### config.mk
export PLATFORM = sky130hd
export DESIGN_NAME = axi4l_mif_flat
export DESIGN_NICKNAME = d
export VERILOG_FILES = /design/src/rtl/axi4l_pkg.sv /design/src/rtl/axi4l_mif_if.sv /design/src/rtl/axi4l_mif.sv /design/src/flat_wrapper.sv
export SDC_FILE = /design/constraint.sdc
export NUM_CORES = 1
export LEC_CHECK = 0
export CAP_MARGIN = 20
export CORE_MARGIN = 3
export CORE_UTILIZATION = 40
export CTS_CLUSTER_DIAMETER = 30
export CTS_CLUSTER_SIZE = 8
export DETAILED_ROUTE_END_ITERATION = 12
export PLACE_DENSITY_LB_ADDON = 0.3
export SETUP_SLACK_MARGIN = 0.5
export SYNTH_ARGS = -nofsm -noshare
export SYNTH_HDL_FRONTEND = slang
export SYNTH_SLANG_ARGS = --single-unit
### constraint.sdc
create_clock -name clk -period 4.3 [get_ports clk]
set_input_delay 0.43 -clock clk [delete_from_list [all_inputs] [get_ports clk]]
set_output_delay 0.43 -clock clk [all_outputs]
set_load 0.02 [all_outputs]
### src/rtl/axi4l_pkg.sv
// axi4l_pkg: shared AXI4-Lite constants and the
// state encoding of the axi4l_mif master FSM.
package axi4l_pkg;

  localparam logic [1:0] OKAY   = 2'b00;
  localparam logic [1:0] EXOKAY = 2'b01;
  localparam logic [1:0] SLVERR = 2'b10;
  localparam logic [1:0] DECERR = 2'b11;

  localparam logic [2:0] S_IDLE    = 3'd0;
  localparam logic [2:0] S_WR_AW_W = 3'd1;
  localparam logic [2:0] S_WR_B    = 3'd2;
  localparam logic [2:0] S_RD_AR   = 3'd3;
  localparam logic [2:0] S_RD_R    = 3'd4;
  localparam logic [2:0] S_RSP     = 3'd5;

endpackage

### src/rtl/axi4l_mif_if.sv
// axi4l_mif_if: command/response port plus AXI4-Lite bus.
// master = the axi4l_mif side, slave = engine + peripheral.
interface axi4l_mif_if #(
  parameter int axi4l__addr_width = 32,
  parameter int axi4l__data_width = 32
);
  localparam int sw = axi4l__data_width / 8;

  logic                         acc__cmd_valid;
  logic                         acc__cmd_ready;
  logic                         acc__cmd_write;
  logic [axi4l__addr_width-1:0] acc__cmd_addr;
  logic [axi4l__data_width-1:0] acc__cmd_wdata;
  logic [sw-1:0]                acc__cmd_wstrb;
  logic                         acc__rsp_valid;
  logic                         acc__rsp_ready;
  logic                         acc__rsp_write;
  logic [axi4l__data_width-1:0] acc__rsp_rdata;
  logic [1:0]                   acc__rsp_resp;

  logic [axi4l__addr_width-1:0] axi4l__m_awaddr;
  logic [2:0]                   axi4l__m_awprot;
  logic                         axi4l__m_awvalid;
  logic                         axi4l__m_awready;
  logic [axi4l__data_width-1:0] axi4l__m_wdata;
  logic [sw-1:0]                axi4l__m_wstrb;
  logic                         axi4l__m_wvalid;
  logic                         axi4l__m_wready;
  logic [1:0]                   axi4l__m_bresp;
  logic                         axi4l__m_bvalid;
  logic                         axi4l__m_bready;
  logic [axi4l__addr_width-1:0] axi4l__m_araddr;
  logic [2:0]                   axi4l__m_arprot;
  logic                         axi4l__m_arvalid;
  logic                         axi4l__m_arready;
  logic [axi4l__data_width-1:0] axi4l__m_rdata;
  logic [1:0]                   axi4l__m_rresp;
  logic                         axi4l__m_rvalid;
  logic                         axi4l__m_rready;

  modport master (
    input  acc__cmd_valid, acc__cmd_write,
    input  acc__cmd_addr, acc__cmd_wdata,
    input  acc__cmd_wstrb, acc__rsp_ready,
    output acc__cmd_ready, acc__rsp_valid,
    output acc__rsp_write, acc__rsp_rdata,
    output acc__rsp_resp,
    output axi4l__m_awaddr, axi4l__m_awprot,
    output axi4l__m_awvalid,
    input  axi4l__m_awready,
    output axi4l__m_wdata, axi4l__m_wstrb,
    output axi4l__m_wvalid,
    input  axi4l__m_wready,
    input  axi4l__m_bresp, axi4l__m_bvalid,
    output axi4l__m_bready,
    output axi4l__m_araddr, axi4l__m_arprot,
    output axi4l__m_arvalid,
    input  axi4l__m_arready,
    input  axi4l__m_rdata, axi4l__m_rresp,
    input  axi4l__m_rvalid,
    output axi4l__m_rready
  );

  modport slave (
    output acc__cmd_valid, acc__cmd_write,
    output acc__cmd_addr, acc__cmd_wdata,
    output acc__cmd_wstrb, acc__rsp_ready,
    input  acc__cmd_ready, acc__rsp_valid,
    input  acc__rsp_write, acc__rsp_rdata,
    input  acc__rsp_resp,
    input  axi4l__m_awaddr, axi4l__m_awprot,
    input  axi4l__m_awvalid,
    output axi4l__m_awready,
    input  axi4l__m_wdata, axi4l__m_wstrb,
    input  axi4l__m_wvalid,
    output axi4l__m_wready,
    output axi4l__m_bresp, axi4l__m_bvalid,
    input  axi4l__m_bready,
    input  axi4l__m_araddr, axi4l__m_arprot,
    input  axi4l__m_arvalid,
    output axi4l__m_arready,
    output axi4l__m_rdata, axi4l__m_rresp,
    output axi4l__m_rvalid,
    input  axi4l__m_rready
  );

endinterface

### src/rtl/axi4l_mif.sv
// axi4l_mif: single-outstanding AXI4-Lite master that turns
// one-beat commands into AXI reads/writes; all outputs registered.
module axi4l_mif
  import axi4l_pkg::*;
#(
  parameter int         axi4l__addr_width = 32,
  parameter int         axi4l__data_width = 32,
  parameter logic [2:0] axi4l__prot       = 3'b000
) (
  input logic          clk,
  input logic          srstn,
  axi4l_mif_if.master  bus
);

  localparam int sw = axi4l__data_width / 8;

  logic [2:0] state, state_nxt;

  logic cmd_ready_q, cmd_ready_d;
  logic awvalid_q, awvalid_d;
  logic wvalid_q, wvalid_d;
  logic arvalid_q, arvalid_d;
  logic bready_q, bready_d;
  logic rready_q, rready_d;
  logic rsp_valid_q, rsp_valid_d;
  logic rsp_write_q, rsp_write_d;
  logic [1:0] resp_q, resp_d;
  logic [axi4l__addr_width-1:0] addr_q, addr_d;
  logic [axi4l__data_width-1:0] wdata_q, wdata_d;
  logic [axi4l__data_width-1:0] rdata_q, rdata_d;
  logic [sw-1:0] wstrb_q, wstrb_d;

  // AW and W each count as done once their valid has dropped
  // or is being accepted this cycle.
  logic aw_ok, w_ok;
  assign aw_ok = !awvalid_q || bus.axi4l__m_awready;
  assign w_ok  = !wvalid_q || bus.axi4l__m_wready;

  // State register.
  always_ff @(posedge clk) begin
    if (!srstn) state <= S_IDLE;
    else        state <= state_nxt;
  end

  // Next-state decode from current state and handshakes.
  always_comb begin
    state_nxt = state;
    case (state)
      S_IDLE:
        if (bus.acc__cmd_valid)
          state_nxt = bus.acc__cmd_write ? S_WR_AW_W : S_RD_AR;
      S_WR_AW_W:
        if (aw_ok && w_ok) state_nxt = S_WR_B;
      S_WR_B:
        if (bus.axi4l__m_bvalid) state_nxt = S_RSP;
      S_RD_AR:
        if (bus.axi4l__m_arready) state_nxt = S_RD_R;
      S_RD_R:
        if (bus.axi4l__m_rvalid) state_nxt = S_RSP;
      S_RSP:
        if (bus.acc__rsp_ready) state_nxt = S_IDLE;
      default: state_nxt = S_IDLE;
    endcase
  end

  // Next values of every registered output.
  always_comb begin
    cmd_ready_d = (state_nxt == S_IDLE);
    awvalid_d   = awvalid_q;
    wvalid_d    = wvalid_q;
    arvalid_d   = arvalid_q;
    bready_d    = bready_q;
    rready_d    = rready_q;
    rsp_valid_d = rsp_valid_q;
    rsp_write_d = rsp_write_q;
    resp_d      = resp_q;
    addr_d      = addr_q;
    wdata_d     = wdata_q;
    wstrb_d     = wstrb_q;
    rdata_d     = rdata_q;
    case (state)
      S_IDLE:
        if (bus.acc__cmd_valid) begin
          addr_d    = bus.acc__cmd_addr;
          wdata_d   = bus.acc__cmd_wdata;
          wstrb_d   = bus.acc__cmd_wstrb;
          awvalid_d = bus.acc__cmd_write;
          wvalid_d  = bus.acc__cmd_write;
          arvalid_d = !bus.acc__cmd_write;
        end
      S_WR_AW_W: begin
        if (bus.axi4l__m_awready) awvalid_d = 1'b0;
        if (bus.axi4l__m_wready)  wvalid_d  = 1'b0;
        if (aw_ok && w_ok)        bready_d  = 1'b1;
      end
      S_WR_B:
        if (bus.axi4l__m_bvalid) begin
          resp_d      = bus.axi4l__m_bresp;
          rdata_d     = '0;
          rsp_write_d = 1'b1;
          bready_d    = 1'b0;
          rsp_valid_d = 1'b1;
        end
      S_RD_AR:
        if (bus.axi4l__m_arready) begin
          arvalid_d = 1'b0;
          rready_d  = 1'b1;
        end
      S_RD_R:
        if (bus.axi4l__m_rvalid) begin
          resp_d      = bus.axi4l__m_rresp;
          rdata_d     = bus.axi4l__m_rdata;
          rsp_write_d = 1'b0;
          rready_d    = 1'b0;
          rsp_valid_d = 1'b1;
        end
      S_RSP:
        if (bus.acc__rsp_ready) rsp_valid_d = 1'b0;
      default: ;
    endcase
  end

  // Output registers; reset abandons any transaction in flight.
  always_ff @(posedge clk) begin
    if (!srstn) begin
      cmd_ready_q <= 1'b1;
      awvalid_q   <= 1'b0;
      wvalid_q    <= 1'b0;
      arvalid_q   <= 1'b0;
      bready_q    <= 1'b0;
      rready_q    <= 1'b0;
      rsp_valid_q <= 1'b0;
      rsp_write_q <= 1'b0;
      resp_q      <= '0;
      addr_q      <= '0;
      wdata_q     <= '0;
      wstrb_q     <= '0;
      rdata_q     <= '0;
    end else begin
      cmd_ready_q <= cmd_ready_d;
      awvalid_q   <= awvalid_d;
      wvalid_q    <= wvalid_d;
      arvalid_q   <= arvalid_d;
      bready_q    <= bready_d;
      rready_q    <= rready_d;
      rsp_valid_q <= rsp_valid_d;
      rsp_write_q <= rsp_write_d;
      resp_q      <= resp_d;
      addr_q      <= addr_d;
      wdata_q     <= wdata_d;
      wstrb_q     <= wstrb_d;
      rdata_q     <= rdata_d;
    end
  end

  assign bus.acc__cmd_ready   = cmd_ready_q;
  assign bus.acc__rsp_valid   = rsp_valid_q;
  assign bus.acc__rsp_write   = rsp_write_q;
  assign bus.acc__rsp_rdata   = rdata_q;
  assign bus.acc__rsp_resp    = resp_q;
  assign bus.axi4l__m_awaddr  = addr_q;
  assign bus.axi4l__m_awprot  = axi4l__prot;
  assign bus.axi4l__m_awvalid = awvalid_q;
  assign bus.axi4l__m_wdata   = wdata_q;
  assign bus.axi4l__m_wstrb   = wstrb_q;
  assign bus.axi4l__m_wvalid  = wvalid_q;
  assign bus.axi4l__m_bready  = bready_q;
  assign bus.axi4l__m_araddr  = addr_q;
  assign bus.axi4l__m_arprot  = axi4l__prot;
  assign bus.axi4l__m_arvalid = arvalid_q;
  assign bus.axi4l__m_rready  = rready_q;

endmodule

### src/flat_wrapper.sv
// flat-port wrapper written by rule: the top's interface ports become plain ports
module axi4l_mif_flat import axi4l_pkg::*;
#(
  parameter int         axi4l__addr_width = 32,
  parameter int         axi4l__data_width = 32,
  parameter logic [2:0] axi4l__prot       = 3'b000
)
  (clk, srstn, bus_acc__cmd_valid, bus_acc__cmd_write, bus_acc__cmd_addr, bus_acc__cmd_wdata, bus_acc__cmd_wstrb, bus_acc__rsp_ready, bus_acc__cmd_ready, bus_acc__rsp_valid, bus_acc__rsp_write, bus_acc__rsp_rdata, bus_acc__rsp_resp, bus_axi4l__m_awaddr, bus_axi4l__m_awprot, bus_axi4l__m_awvalid, bus_axi4l__m_awready, bus_axi4l__m_wdata, bus_axi4l__m_wstrb, bus_axi4l__m_wvalid, bus_axi4l__m_wready, bus_axi4l__m_bresp, bus_axi4l__m_bvalid, bus_axi4l__m_bready, bus_axi4l__m_araddr, bus_axi4l__m_arprot, bus_axi4l__m_arvalid, bus_axi4l__m_arready, bus_axi4l__m_rdata, bus_axi4l__m_rresp, bus_axi4l__m_rvalid, bus_axi4l__m_rready);
  axi4l_mif_if #(.axi4l__addr_width(axi4l__addr_width), .axi4l__data_width(axi4l__data_width)) bus_i ();
  input logic clk;
  input logic srstn;
  input wire logic [$bits(bus_i.acc__cmd_valid)-1:0] bus_acc__cmd_valid;
  input wire logic [$bits(bus_i.acc__cmd_write)-1:0] bus_acc__cmd_write;
  input wire logic [$bits(bus_i.acc__cmd_addr)-1:0] bus_acc__cmd_addr;
  input wire logic [$bits(bus_i.acc__cmd_wdata)-1:0] bus_acc__cmd_wdata;
  input wire logic [$bits(bus_i.acc__cmd_wstrb)-1:0] bus_acc__cmd_wstrb;
  input wire logic [$bits(bus_i.acc__rsp_ready)-1:0] bus_acc__rsp_ready;
  output wire logic [$bits(bus_i.acc__cmd_ready)-1:0] bus_acc__cmd_ready;
  output wire logic [$bits(bus_i.acc__rsp_valid)-1:0] bus_acc__rsp_valid;
  output wire logic [$bits(bus_i.acc__rsp_write)-1:0] bus_acc__rsp_write;
  output wire logic [$bits(bus_i.acc__rsp_rdata)-1:0] bus_acc__rsp_rdata;
  output wire logic [$bits(bus_i.acc__rsp_resp)-1:0] bus_acc__rsp_resp;
  output wire logic [$bits(bus_i.axi4l__m_awaddr)-1:0] bus_axi4l__m_awaddr;
  output wire logic [$bits(bus_i.axi4l__m_awprot)-1:0] bus_axi4l__m_awprot;
  output wire logic [$bits(bus_i.axi4l__m_awvalid)-1:0] bus_axi4l__m_awvalid;
  input wire logic [$bits(bus_i.axi4l__m_awready)-1:0] bus_axi4l__m_awready;
  output wire logic [$bits(bus_i.axi4l__m_wdata)-1:0] bus_axi4l__m_wdata;
  output wire logic [$bits(bus_i.axi4l__m_wstrb)-1:0] bus_axi4l__m_wstrb;
  output wire logic [$bits(bus_i.axi4l__m_wvalid)-1:0] bus_axi4l__m_wvalid;
  input wire logic [$bits(bus_i.axi4l__m_wready)-1:0] bus_axi4l__m_wready;
  input wire logic [$bits(bus_i.axi4l__m_bresp)-1:0] bus_axi4l__m_bresp;
  input wire logic [$bits(bus_i.axi4l__m_bvalid)-1:0] bus_axi4l__m_bvalid;
  output wire logic [$bits(bus_i.axi4l__m_bready)-1:0] bus_axi4l__m_bready;
  output wire logic [$bits(bus_i.axi4l__m_araddr)-1:0] bus_axi4l__m_araddr;
  output wire logic [$bits(bus_i.axi4l__m_arprot)-1:0] bus_axi4l__m_arprot;
  output wire logic [$bits(bus_i.axi4l__m_arvalid)-1:0] bus_axi4l__m_arvalid;
  input wire logic [$bits(bus_i.axi4l__m_arready)-1:0] bus_axi4l__m_arready;
  input wire logic [$bits(bus_i.axi4l__m_rdata)-1:0] bus_axi4l__m_rdata;
  input wire logic [$bits(bus_i.axi4l__m_rresp)-1:0] bus_axi4l__m_rresp;
  input wire logic [$bits(bus_i.axi4l__m_rvalid)-1:0] bus_axi4l__m_rvalid;
  output wire logic [$bits(bus_i.axi4l__m_rready)-1:0] bus_axi4l__m_rready;
  assign bus_i.acc__cmd_valid = bus_acc__cmd_valid;
  assign bus_i.acc__cmd_write = bus_acc__cmd_write;
  assign bus_i.acc__cmd_addr = bus_acc__cmd_addr;
  assign bus_i.acc__cmd_wdata = bus_acc__cmd_wdata;
  assign bus_i.acc__cmd_wstrb = bus_acc__cmd_wstrb;
  assign bus_i.acc__rsp_ready = bus_acc__rsp_ready;
  assign bus_acc__cmd_ready = bus_i.acc__cmd_ready;
  assign bus_acc__rsp_valid = bus_i.acc__rsp_valid;
  assign bus_acc__rsp_write = bus_i.acc__rsp_write;
  assign bus_acc__rsp_rdata = bus_i.acc__rsp_rdata;
  assign bus_acc__rsp_resp = bus_i.acc__rsp_resp;
  assign bus_axi4l__m_awaddr = bus_i.axi4l__m_awaddr;
  assign bus_axi4l__m_awprot = bus_i.axi4l__m_awprot;
  assign bus_axi4l__m_awvalid = bus_i.axi4l__m_awvalid;
  assign bus_i.axi4l__m_awready = bus_axi4l__m_awready;
  assign bus_axi4l__m_wdata = bus_i.axi4l__m_wdata;
  assign bus_axi4l__m_wstrb = bus_i.axi4l__m_wstrb;
  assign bus_axi4l__m_wvalid = bus_i.axi4l__m_wvalid;
  assign bus_i.axi4l__m_wready = bus_axi4l__m_wready;
  assign bus_i.axi4l__m_bresp = bus_axi4l__m_bresp;
  assign bus_i.axi4l__m_bvalid = bus_axi4l__m_bvalid;
  assign bus_axi4l__m_bready = bus_i.axi4l__m_bready;
  assign bus_axi4l__m_araddr = bus_i.axi4l__m_araddr;
  assign bus_axi4l__m_arprot = bus_i.axi4l__m_arprot;
  assign bus_axi4l__m_arvalid = bus_i.axi4l__m_arvalid;
  assign bus_i.axi4l__m_arready = bus_axi4l__m_arready;
  assign bus_i.axi4l__m_rdata = bus_axi4l__m_rdata;
  assign bus_i.axi4l__m_rresp = bus_axi4l__m_rresp;
  assign bus_i.axi4l__m_rvalid = bus_axi4l__m_rvalid;
  assign bus_axi4l__m_rready = bus_i.axi4l__m_rready;
  axi4l_mif #(.axi4l__addr_width(axi4l__addr_width), .axi4l__data_width(axi4l__data_width), .axi4l__prot(axi4l__prot)) u_core (.clk(clk), .srstn(srstn), .bus(bus_i));
endmodule
==> flow_metrics.tcl, run 1 <==
set metrics [dict create \
    layout_common_cells "clkdlybuf4s50_1 (254), nand2_1 (146), dfxtp_1 (113)" \
    drt-vias-per-instance 4.86 \
    arrival_ps 2730 \
    io_buffers 255 \
    cp_max_fo 42 \
    status "completed" \
    antenna_found_initial 0 \
    fmax_mhz 416 \
    first_iter_violations 226 \
    postSynthCellCount 552 \
    reg2reg_depth 5 \
    place_congestion 0.810 \
    tns_ps 0 \
    cp_num_cells 5 \
    htree_levels 4 \
    syn_to_final_growth_pct 59.8 \
    hold_path.class "flop to flop" \
    hold_viol_final 0 \
    cts_tree "done" \
    wirelength_um 14100 \
    cp_top_family "compound AO/OA/AOI/OAI gates" \
    seq_area_frac_synth 0.470 \
    rr_endpoint "u_core.bus.acc__rsp_rdata[11]" \
    worstSetupStartpoint "u_core.state[1]" \
    rsz0062_at_grt "no" \
    timing.final.crit_share 0.559 \
    grt_usage 0.207 \
    dp_hpwl_um 10100 \
    synth_top_area_frac 0.470 \
    fillCellCount 967 \
    die-area_mm2 0.0134 \
    critical_path_class "flop to flop" \
    clkTransAtPathRegs_ps 50 \
    maxSlewViolCount 0 \
    core.rowCount 39 \
    cpPeakStageDelay_ps 690 \
    path_buf_inv 1 \
    num_antenna_cells 0 \
    post_cts_buffers 0 \
    cpMaxStageDelayCell "dfxtp_1" \
    crit_path_end_kind "flop" \
    grt_pass1_vias 4316 \
    wl_per_cell_um 15.4 \
    post_cts_resized 0 \
    synth_area_leaders "dfxtp_1 (47%), a21boi_1 (11%), nand2_1 (11%), buf_4 (7.2%), a21boi_0 (5.1%)" \
    max_cap_violations 0 \
    coreArea_mm2 0.0116 \
    post_synth_num_cell_types 36 \
    slew_headroom 0.395 \
    via_count 4433 \
    synth_area_per_cell_um2 8.72 \
    clockRootBuffer "clkbuf_16" \
    layout.nets 871 \
    synth_top_area_cell "dfxtp_1" \
    startpoint_type "flop" \
    grt_pass1_wl_um 21600 \
    synth_area_mm2 0.00481 \
    p_leak_nw 2.78 \
    die_y_um 116 \
    num_io_pins 262 \
    setup_viol 0 \
    drc 0 \
    final_common_cell "clkdlybuf4s50_1" \
    ctsHoldBuffers 0 \
    worst_slack_ps 1900 \
    detail-route-antenna-nets 0 \
    grt_max_degree 71 \
    reg2reg_slack_ps 1900 \
    crit_path_end "u_core.bus.acc__rsp_rdata[11]" \
    die_w_um 116 \
    drive_gt1_frac 0.0559 \
    ys_ff_latch 113 \
    cts_buffer_depth 2 \
    period_needed_ps 2400 \
    ys_warn_count 0 \
    cts.sinks 113 \
    r2r_start "u_core.state[1]" \
    finalClockSkew_ps 6.32 \
    ir_drop_mv 0.340 \
    power_density_mw_per_mm2 548 \
    grt_overflow_total 0 \
    clk_latency_ps 410 \
    worst-endpoint-required_ps 4630 \
    firstDrtPassIters 4 \
    numCtsBuffers 17 \
    dp_slack_ps 1750 \
    tightest_slew_ps 908 \
    start_util 0.416 \
    path_cells "nand3b_1 > a21oi_4 > buf_4 > nand3_1 > a21boi_1" \
]
## per-layer routing
| metal | up-vias | global-route usage | share of wire |
|---|---|---|---|
| met3 | 33 | 0.0658 | 0.074 |
| met2 | 177 | 0.366 | 0.51 |
| li1 | 2186 | - | - |
| met1 | 2037 | 0.222 | 0.38 |
| met5 | - | 0 | 0 |
| met4 | 0 | 0.107 | 0.032 |
## sequential cells by signal, indices dropped and copies added (netlist names)
name and cells:
u_core.bus.acc__rsp_rdata 32, u_core.bus.axi4l__m_araddr 32, u_core.bus.axi4l__m_wdata 32, u_core.bus.axi4l__m_wstrb 4, u_core.state 3, u_core.bus.acc__rsp_resp 2, u_core.bus.acc__cmd_ready 1, u_core.bus.acc__rsp_valid 1
u_core.bus.acc__rsp_write 1, u_core.bus.axi4l__m_arvalid 1, u_core.bus.axi4l__m_awvalid 1, u_core.bus.axi4l__m_bready 1, u_core.bus.axi4l__m_rready 1, u_core.bus.axi4l__m_wvalid 1
## area by class of cell
cell class                      instances  area [um^2]  area share
Clock buffer                           26          519      0.0675
Clock inverter                          5         50.0     0.00651
Inverter                                2         7.51    0.000976
Multi-Input combinational cell        363         2090       0.272
Sequential cell                       113         2260       0.294
Tap cell                              143          179      0.0233
Timing Repair Buffer                  260         2580       0.336
## worst min-delay path: stages, from the launching register on
cell	delay [ps]
dfxtp_1	300
nand2_1	50
a21boi_1	50
## synth_stat cells
library cell and instances:
nor3_2 1, or3_1 1, inv_1 2, conb_1 1, nand3b_1 2, o32ai_2 1, a21boi_1 73, nor4bb_1 1
a21oi_2 1, or4b_1 1, o21a_1 2, nor4b_4 1, a31oi_1 1, nand4b_1 1, and4bb_2 1, nor3_1 2
buf_4 46, nor2b_1 4, clkbuf_1 19, nor4b_2 1, nand2b_1 32, nand2_1 146, o32ai_1 1, and2_1 1
or3b_1 1, a21boi_0 33, o211a_1 2, nor2_1 2, dfxtp_1 113, o21ai_0 3, and4bb_1 1, nor3b_2 2
nor3b_1 1, nand3_1 35, mux2i_1 3, buf_2 14
## cell families (layout without fill, tap and decap cells)
kind of cell,Yosys count,after routing,share of synthesized area
other cells,1,6,0.000779
compound gates,117,117,0.184
flops,113,113,0.470
simple gates,237,237,0.236
mux,3,3,0.00624
buf+inv,81,293,0.103
## worst min path at each step
stage / startpoint / endpoint / slack [ps] / depth (start not counted)
after floorplan: u_core.bus.axi4l__m_wdata[0] / u_core.bus.axi4l__m_wdata[0] / 530 / 2
after global placement: u_core.bus.axi4l__m_wdata[27] / u_core.bus.axi4l__m_wdata[27] / 440 / 2
after detailed placement: u_core.bus.axi4l__m_wdata[25] / u_core.bus.axi4l__m_wdata[25] / 450 / 2
after CTS: u_core.bus.axi4l__m_wdata[25] / u_core.bus.axi4l__m_wdata[25] / 450 / 2
after global routing: u_core.bus.axi4l__m_wdata[22] / u_core.bus.axi4l__m_wdata[22] / 470 / 2
final: u_core.bus.axi4l__m_wdata[25] / u_core.bus.axi4l__m_wdata[25] / 450 / 2
## report_power, final
part           switching [W]  internal, W  total [W]
Sequential          0.000151      0.00123    0.00138
Combinational       0.000821     0.000690    0.00151
Clock               0.000451     0.000878    0.00133
## per-stage QoR
step | util | instance area (um^2) | cells | hold slack [ps] | total power [W]
3_3_place_gp | 0.616 | 7120 | 881 | 439 | 0.00287
6_report | 0.665 | 7690 | 912 | 449 | 0.00422
4_1_cts | 0.665 | 7690 | 912 | 453 | 0.00426
2_1_floorplan | - | 4830 | 557 | 531 | 0.00234
3_5_place_dp | 0.616 | 7120 | 881 | 446 | 0.00292
5_1_grt | 0.665 | 7690 | 912 | 473 | 0.00445
No activity file was read; power rests on OpenSTA's default activity.
==> run 2: changes to the inputs <==
CORE_UTILIZATION = 39   (was 40)
clock period = 2.5 ns   (was 4.3 ns; I/O delays follow)
==> flow_metrics.tcl, run 2 (synthesis gave the netlist of run 1 again) <==
set metrics [dict create \
    reg2reg_depth 4 \
    grt_usage 0.197 \
    ir_drop_mv 0.640 \
    htree_levels 4 \
    die-area_mm2 0.0137 \
    grt_overflow_total 0 \
    cts.sinks 113 \
    worst_slack_ps 618 \
    detail-route-antenna-nets 0 \
    grt_max_degree 70 \
    critical_path_class "flop to flop" \
    crit_path_end_kind "flop" \
    first_iter_violations 253 \
    dp_cells 906 \
    cp_top_family "simple AND/OR/NAND/NOR gates" \
    drt-vias-per-instance 4.75 \
    multi_input_area_mm2 0.00209 \
    hold_path.class "input port to flop" \
    via_count 4477 \
    grt_pass1_vias 4220 \
    num_antenna_cells 0 \
    clk_latency_ps 400 \
    tns_ps 0 \
    final_common_cell "clkdlybuf4s50_1" \
    fmax_mhz 531 \
    rsz0062_at_grt "no" \
    firstDrtPassIters 4 \
    die_w_um 117 \
    core.rowCount 39 \
    period_needed_ps 1880 \
    max_cap_violations 0 \
    r2r_start "u_core.state[1]" \
    p_leak_nw 2.84 \
    cp_max_fo 61 \
    clockRootBuffer "clkbuf_16" \
    cts_buffer_depth 2 \
    dp_slack_ps 331 \
    start_util 0.409 \
    cpMaxStageDelayCell "or4b_2" \
    wirelength_um 14100 \
    regArea_mm2 0.00226 \
    numCtsBuffers 17 \
    worstSetupStartpoint "u_core.state[1]" \
    crit_path_end "u_core.bus.axi4l__m_wdata[15]" \
    cp_num_cells 4 \
    arrival_ps 2160 \
    path_cells "or4b_2 > buf_12 > nand2_1 > a21boi_0" \
    hold_viol_final 0 \
    worst-endpoint-required_ps 2780 \
    reg2reg_slack_ps 620 \
    layout.nets 880 \
    finalClockSkew_ps 5.07 \
    place_congestion 0.767 \
    fillCellCount 932 \
    timing.final.crit_share 0.753 \
    cpPeakStageDelay_ps 850 \
    antenna_found_initial 0 \
    grt_pass1_wl_um 21100 \
    cts_tree "done" \
    setup_viol 0 \
    startpoint_type "flop" \
    drc 0 \
    rr_endpoint "u_core.bus.axi4l__m_wdata[15]" \
    power_density_mw_per_mm2 960 \
    wl_per_cell_um 15.0 \
    io_buffers 255 \
    status "completed" \
    syn_to_final_growth_pct 63.7 \
    fin_cells 943 \
    layout_common_cells "clkdlybuf4s50_1 (254), nand2_1 (146), dfxtp_1 (112)" \
    maxSlewViolCount 0 \
    coreArea_mm2 0.0118 \
    drive_gt1_frac 0.0732 \
    clkTransAtPathRegs_ps 60 \
    die_y_um 117 \
    dp_hpwl_um 10400 \
    num_io_pins 262 \
    path_buf_inv 1 \
]
[run 2: report_power, final]
part | internal [W] | switching [W] | leakage (nW)
Clock | 0.00165 | 0.000832 | 0.286
Sequential | 0.00211 | 0.000217 | 0.922
Combinational | 0.00129 | 0.00146 | 1.63
Total | 0.00505 | 0.00251 | 2.84
[run 2: repair_timing]
item,in CTS,in global routing
resized for setup,0,1
hold buffers,0,0
endpoints found under the setup margin,0,19
buffers inserted,0,5
[run 2: worst min path at each step]
stage | startpoint | end | slack, ps | depth (start not counted)
finish | srstn | u_core.bus.acc__rsp_write | 310 | 2
global route | srstn | u_core.bus.acc__rsp_write | 320 | 2
CTS | srstn | u_core.bus.acc__rsp_write | 300 | 2
detailed placement | u_core.bus.axi4l__m_wdata[29] | u_core.bus.axi4l__m_wdata[29] | 440 | 2
global placement | u_core.bus.axi4l__m_wdata[11] | u_core.bus.axi4l__m_wdata[11] | 440 | 2
floorplan | bus_acc__cmd_addr[29] | u_core.bus.axi4l__m_araddr[29] | 380 | 2
[run 2: layout make-up]
class | count | share of cell area
flip-flops and latches | 113 | 0.287
clock buffers | 20 | 0.0592
well taps | 164 | 0.0260
repair buffers | 269 | 0.341
multi-input cells | 363 | 0.265
inverters | 2 | 0.000953
clock inverters | 12 | 0.0200
[run 2: through the flow]
stage | util | power [W] | hold WS [ps] | area (um^2)
global route | 0.670 | 0.00796 | 317 | 7880
global placement | 0.614 | 0.00503 | 440 | 7220
detailed placement | 0.614 | 0.00510 | 444 | 7220
finish | 0.670 | 0.00756 | 307 | 7880
floorplan | - | 0.00402 | 385 | 4830
CTS | 0.667 | 0.00761 | 297 | 7840
[run 2: layer usage]
metal / part of all wire / track usage / vias to the layer above
li1: - / - / 2208
met1: 0.38 / 0.214 / 2077
met2: 0.54 / 0.364 / 174
met3: 0.065 / 0.0612 / 18
met4: 0.015 / 0.0604 / 0
met5: 0 / 0 / -
